==> config.mk <==
export PLATFORM = sky130hd
export DESIGN_NAME = vliw_fetch_flat
export DESIGN_NICKNAME = d
export VERILOG_FILES = /design/src/rtl/vliw_fetch_if.sv /design/src/rtl/vliw_fetch.sv /design/src/flat_wrapper.sv
export SDC_FILE = /design/constraint.sdc
export NUM_CORES = 1
export LEC_CHECK = 0
export CORE_ASPECT_RATIO = 0.75
export CORE_MARGIN = 2
export CORE_UTILIZATION = 45
export DETAILED_ROUTE_END_ITERATION = 8
export PLACE_DENSITY = 0.89
export SETUP_SLACK_MARGIN = 0.3
export SLEW_MARGIN = 15
export SYNTH_ARGS = -nofsm -noshare
export SYNTH_HDL_FRONTEND = slang
export SYNTH_SLANG_ARGS = --single-unit
==> constraint.sdc <==
create_clock -name clk -period 2.5 [get_ports clk]
set_clock_uncertainty 0.1 [all_clocks]
set_input_delay 0.375 -clock clk [delete_from_list [all_inputs] [get_ports clk]]
set_output_delay 0.375 -clock clk [all_outputs]
set_load 0.05 [all_outputs]
==> src/rtl/vliw_fetch_if.sv <==
// ----------------------------------------------------------------------------
// vliw_fetch_if
//   Bundle fetch bus between the fetch stage, the instruction memory and the
//   decode stage.
//   master (fetch side):
//     in : stall, dec_stall, redirect, redirect_pc, imem_data
//     out: imem_addr, inst, inst_pc, inst_valid
//   slave (memory / decode / control side): same signals, opposite direction.
// ----------------------------------------------------------------------------
interface vliw_fetch_if #(
    parameter int PC_W     = 14,
    parameter int BUNDLE_W = 128
);
    logic                stall;
    logic                dec_stall;
    logic                redirect;
    logic [PC_W-1:0]     redirect_pc;
    logic [PC_W-1:0]     imem_addr;
    logic [BUNDLE_W-1:0] imem_data;
    logic [BUNDLE_W-1:0] inst;
    logic [PC_W-1:0]     inst_pc;
    logic                inst_valid;

    modport master (
        input  stall, dec_stall, redirect, redirect_pc, imem_data,
        output imem_addr, inst, inst_pc, inst_valid
    );

    modport slave (
        output stall, dec_stall, redirect, redirect_pc, imem_data,
        input  imem_addr, inst, inst_pc, inst_valid
    );
endinterface

==> src/rtl/vliw_fetch.sv <==
// ----------------------------------------------------------------------------
// vliw_fetch
//   Producer side of the decode stage's 128-bit bundle input. Holds the
//   bundle PC, drives a synchronous-read instruction memory and presents the
//   fetched bundle to decode. Replays the bundle while stalled and emits an
//   all-zero NOP bundle after a taken redirect.
//   Ports:
//     clk            clock
//     rstn           synchronous reset, active-low
//     bus            vliw_fetch_if.master (stall/dec_stall/redirect in,
//                    imem_addr out, imem_data in, inst/inst_pc/inst_valid out)
//   Optional (macro FETCH_PERF_EN):
//     perf_bundles   bundles accepted by decode (inst_valid & ~hold)
//     perf_stall_cyc cycles with hold asserted
// ----------------------------------------------------------------------------
module vliw_fetch #(
    parameter int          PC_W     = 14,
    parameter int          BUNDLE_W = 128,
    parameter int unsigned RESET_PC = 0
) (
    input  logic clk,
    input  logic rstn,
    vliw_fetch_if.master bus
`ifdef FETCH_PERF_EN
    ,
    output logic [31:0] perf_bundles,
    output logic [31:0] perf_stall_cyc
`endif
);

    typedef enum logic [1:0] {
        BUBBLE,
        RUN,
        HOLD
    } state_t;

    state_t              state_q, state_d;
    logic [PC_W-1:0]     addr_q, addr_d;
    logic [PC_W-1:0]     pc_q, pc_d;
    logic [BUNDLE_W-1:0] hold_q, hold_d;
    logic                hold;
    logic                valid;

    assign hold = bus.stall | bus.dec_stall;

    // State register
    always_ff @(posedge clk) begin
        if (!rstn) begin
            state_q <= BUBBLE;
            addr_q  <= PC_W'(RESET_PC);
            pc_q    <= '0;
            hold_q  <= '0;
        end else begin
            state_q <= state_d;
            addr_q  <= addr_d;
            pc_q    <= pc_d;
            hold_q  <= hold_d;
        end
    end

    // Next state: redirect > hold > advance
    always_comb begin
        state_d = state_q;
        addr_d  = addr_q;
        pc_d    = pc_q;
        hold_d  = hold_q;
        if (bus.redirect) begin
            addr_d  = bus.redirect_pc;
            state_d = BUBBLE;
            hold_d  = '0;
        end else if (hold) begin
            // The memory output moves on the next edge, so the bundle being
            // shown must be captured now to keep replaying it.
            if (state_q == RUN) begin
                hold_d  = bus.imem_data;
                state_d = HOLD;
            end
        end else begin
            addr_d  = addr_q + PC_W'(1);
            pc_d    = addr_q;
            state_d = RUN;
        end
    end

    // Outputs
    always_comb begin
        bus.inst = '0;
        valid    = 1'b0;
        case (state_q)
            RUN: begin
                bus.inst = bus.imem_data;
                valid    = 1'b1;
            end
            HOLD: begin
                bus.inst = hold_q;
                valid    = 1'b1;
            end
            default: begin
                bus.inst = '0;
                valid    = 1'b0;
            end
        endcase
        bus.inst_valid = valid;
        bus.inst_pc    = pc_q;
        bus.imem_addr  = addr_q;
    end

`ifdef FETCH_PERF_EN
    always_ff @(posedge clk) begin
        if (!rstn) begin
            perf_bundles   <= '0;
            perf_stall_cyc <= '0;
        end else begin
            if (valid && !hold) perf_bundles <= perf_bundles + 32'd1;
            if (hold)           perf_stall_cyc <= perf_stall_cyc + 32'd1;
        end
    end
`endif

endmodule

==> src/flat_wrapper.sv <==
// flat-port wrapper written by rule: the top's interface ports become plain ports
module vliw_fetch_flat 
#(
    parameter int          PC_W     = 14,
    parameter int          BUNDLE_W = 128,
    parameter int unsigned RESET_PC = 0
)
  (clk, rstn, bus_stall, bus_dec_stall, bus_redirect, bus_redirect_pc, bus_imem_data, bus_imem_addr, bus_inst, bus_inst_pc, bus_inst_valid);
  vliw_fetch_if #(.PC_W(PC_W), .BUNDLE_W(BUNDLE_W)) bus_i ();
  input  logic clk;
  input  logic rstn;
  input wire logic [$bits(bus_i.stall)-1:0] bus_stall;
  input wire logic [$bits(bus_i.dec_stall)-1:0] bus_dec_stall;
  input wire logic [$bits(bus_i.redirect)-1:0] bus_redirect;
  input wire logic [$bits(bus_i.redirect_pc)-1:0] bus_redirect_pc;
  input wire logic [$bits(bus_i.imem_data)-1:0] bus_imem_data;
  output wire logic [$bits(bus_i.imem_addr)-1:0] bus_imem_addr;
  output wire logic [$bits(bus_i.inst)-1:0] bus_inst;
  output wire logic [$bits(bus_i.inst_pc)-1:0] bus_inst_pc;
  output wire logic [$bits(bus_i.inst_valid)-1:0] bus_inst_valid;
  assign bus_i.stall = bus_stall;
  assign bus_i.dec_stall = bus_dec_stall;
  assign bus_i.redirect = bus_redirect;
  assign bus_i.redirect_pc = bus_redirect_pc;
  assign bus_i.imem_data = bus_imem_data;
  assign bus_imem_addr = bus_i.imem_addr;
  assign bus_inst = bus_i.inst;
  assign bus_inst_pc = bus_i.inst_pc;
  assign bus_inst_valid = bus_i.inst_valid;
  vliw_fetch #(.PC_W(PC_W), .BUNDLE_W(BUNDLE_W), .RESET_PC(RESET_PC)) u_core (.clk(clk), .rstn(rstn), .bus(bus_i));
endmodule
==> impl_metrics.tcl <==
set metrics [dict create \
    status "complete, no violations" \
    pre_cts_ws_ns 0.258 \
    root_buffer "clkbuf_16" \
    dominantRegCellSynth "dfxtp_1" \
    core_area_um2 16000 \
    max_slew.worst_pin.slew_ns 0.571 \
    fin_crit_sh_pct 94.1 \
    synth_area_um2 7370 \
    cp-start-kind "register" \
    finalPower_mw 6.27 \
    final_core_util_pct 83.6 \
    die_w_um 152 \
    grt_pass1_wl_mm 40.6 \
    clkTransAtPathRegs_ns 0.06 \
    fmax_mhz 425 \
    avgSynthCellArea_um2 7.23 \
    antennaDiodeCount 0 \
    cts_buffer_depth 2 \
    worstHoldPathCells 2 \
    clkSinkCount 158 \
    initial_core_util_pct 46.0 \
    final_area_um2 13400 \
    r2r_start "u_core.state_q[0]" \
    ant_nets 0 \
    ys_warn_count 0 \
    critical_path_class "reg2out" \
    critPathMaxFanout 10 \
    antenna_found_initial 0 \
    drc_errors 0 \
    p_per_area_nw_per_um2 469 \
    worstPathRequired_ns 2.03 \
    via_per_inst 5.92 \
    nets 1475 \
    rows 40 \
    synth_top_area_share_pct 42.9 \
    final_cells 1548 \
    globalplace.congestion 0.833 \
    leakage_nw 4.37 \
    drive_gt1_share_pct 37.4 \
    setup_viol 0 \
    hold_viol_final 0 \
    synth.area.top_cells "dfxtp_1 43%, nand2_1 15%, a22oi_1 13%" \
    dieArea_um2 17400 \
    worst_slack_ns 0.146 \
    min_to "u_core.hold_q[49]" \
    finalWirelength_mm 32.0 \
    grt-ovfl-total 0 \
    endpoint_kind "output pin" \
    clk-insertion-delay-late_ns 0.42 \
    synth_nets 1169 \
    max_cap_violations 0 \
    reg2reg_depth 9 \
    r2r_setup_slack_ns 0.35 \
    synth_seq_area_share_pct 42.9 \
    yosysTopAreaCell "dfxtp_1" \
    wl_per_cell_um 20.7 \
    grt_use_total_pct 29.3 \
    maxSlewHeadroom_pct 61.8 \
    fillers 828 \
    synth_seq_cells 158 \
    hpwl_mm 16.5 \
    num_io_pins 304 \
    ir_drop_v 0.000392 \
    synth_cells 1019 \
    firstDrtPassIters 6 \
    layout_min_cycle_time_ns 2.35 \
    worst_hold_startpoint "u_core.hold_q[49]" \
    die_h_um 115 \
    placed_area_um2 10800 \
    grt_pass1_vias 8199 \
    htree_num_levels 4 \
    tns_ns 0 \
    crit_arrival_ns 1.88 \
    synthArstFlopShare_pct 0 \
    tritoncts "done" \
    report.final.slew_viol_count 0 \
    ys_types 32 \
    synth_edf_count 0 \
    timing.rr.end "u_core.hold_q[34]" \
    hp-class "reg2reg" \
    syn_to_final_growth_pct 81.5 \
    cts_inserted_buffers 17 \
    drtIter0Drc 866 \
    placed_cells 1472 \
    holdWs_ns 0.366 \
    numPortBuffers 303 \
    grt_max_degree 69 \
    grt_setup_unrepaired "yes" \
    vias 9164 \
]
Yosys cell counts (all sizes together) (4+ instances only):
cell	n
xnor2	10
dfxtp	158
nand4	4
buf	24
o21ai	14
nor2	132
clkbuf	69
a22oi	128
nand2	294
nor4	5
a21boi	14
a21oi	138
inv	7
area by class of cell:
class / instances / area (um2) / share of cell area, %
clock buffer: 22 / 484 / 3.62
inverter: 7 / 26.3 / 0.196
tap: 210 / 263 / 1.96
timing repair buffer: 380 / 4490 / 33.5
clock inverter: 10 / 125 / 0.935
sequential: 158 / 3170 / 23.7
multi-input combinational: 761 / 4830 / 36.1
worst max path at each step:
stage | start | end | slack, ns | cells after the start
after floorplan | u_core.state_q[1] | bus_inst[99] | 0.16 | 6
after global placement | bus_dec_stall | u_core.hold_q[75] | 0.37 | 7
after detailed placement | bus_dec_stall | u_core.hold_q[79] | 0.26 | 7
after CTS | u_core.state_q[0] | bus_inst[118] | 0.20 | 6
after global routing | u_core.state_q[0] | bus_inst[19] | 0.1 | 7
final | u_core.state_q[0] | bus_inst[19] | 0.15 | 7
power by group:
group | total (mW) | internal (mW) | switching (mW) | leakage [nW]
sequential | 2.60 | 2.56 | 0.0463 | 1.28
combinational | 0.992 | 0.476 | 0.516 | 2.80
clock | 2.68 | 1.59 | 1.08 | 0.286
cells in the final DEF (no fill, tap or decap), drive strengths merged:
| master | instances |
|---|---|
| xnor2 | 10 |
| ha | 3 |
| bufinv | 2 |
| dlygate4sd2 | 9 |
| and2 | 2 |
| nand2 | 294 |
| a21boi | 14 |
| o41ai | 1 |
| a22oi | 128 |
| o211a | 2 |
| o21ai | 14 |
| clkbuf | 34 |
| nor2 | 132 |
| nand2b | 1 |
| nor4 | 5 |
| nand4bb | 1 |
| clkinvlp | 4 |
| clkdlybuf4s50 | 162 |
| inv | 11 |
| nand4 | 4 |
| mux2i | 1 |
| bufbuf | 1 |
| dlymetal6s2s | 3 |
| a21oi | 138 |
| xor2 | 3 |
| dfxtp | 158 |
| or3b | 1 |
| a211oi | 1 |
| nor4bb | 1 |
| buf | 193 |
| nor3 | 3 |
| nand3 | 2 |
critical path, stage by stage, from the launching register on:
cell and delay [ns]:
dfxtp_2 0.33, buf_6 0.12, ha_4 0.18, buf_6 0.15, buf_8 0.15, a22oi_1 0.26, nor2_2 0.08, buf_4 0.19
metal layers:
layer | track usage (%) | routed length, um | vias to the layer above
li1 | - | - | 4091
met1 | 36.4 | 12200 | 4418
met2 | 47.8 | 15700 | 533
met3 | 8.53 | 2790 | 122
met4 | 12.0 | 1390 | 0
met5 | 0 | 0 | -
what timing repair did:
| action | CTS | global route |
|---|---|---|
| setup endpoints to repair | 138 | 132 |
| pin swaps | 8 | 32 |
| hold buffers | 0 | 0 |
| resized for setup | 140 | 170 |
| gates cloned | 5 | 16 |
| buffers inserted | 17 | 6 |
cell families after synthesis:
| group | after synthesis | share of synthesized area [%] |
|---|---|---|
| flops | 158 | 42.9 |
| fa+ha+maj | 3 | 0.509 |
| buf+inv | 100 | 5.42 |
| mux | 1 | 0.136 |
| compound gates | 298 | 25.4 |
| xor+xnor | 13 | 1.54 |
| simple gates | 446 | 24.1 |
state kept, by name, indices dropped and copies added, names as in the netlist:
| register | cells |
|---|---|
| u_core.hold_q | 128 |
| u_core.bus.imem_addr | 14 |
| u_core.bus.inst_pc | 14 |
| u_core.state_q | 2 |
Note: power is estimated with default switching activity, not from simulation.
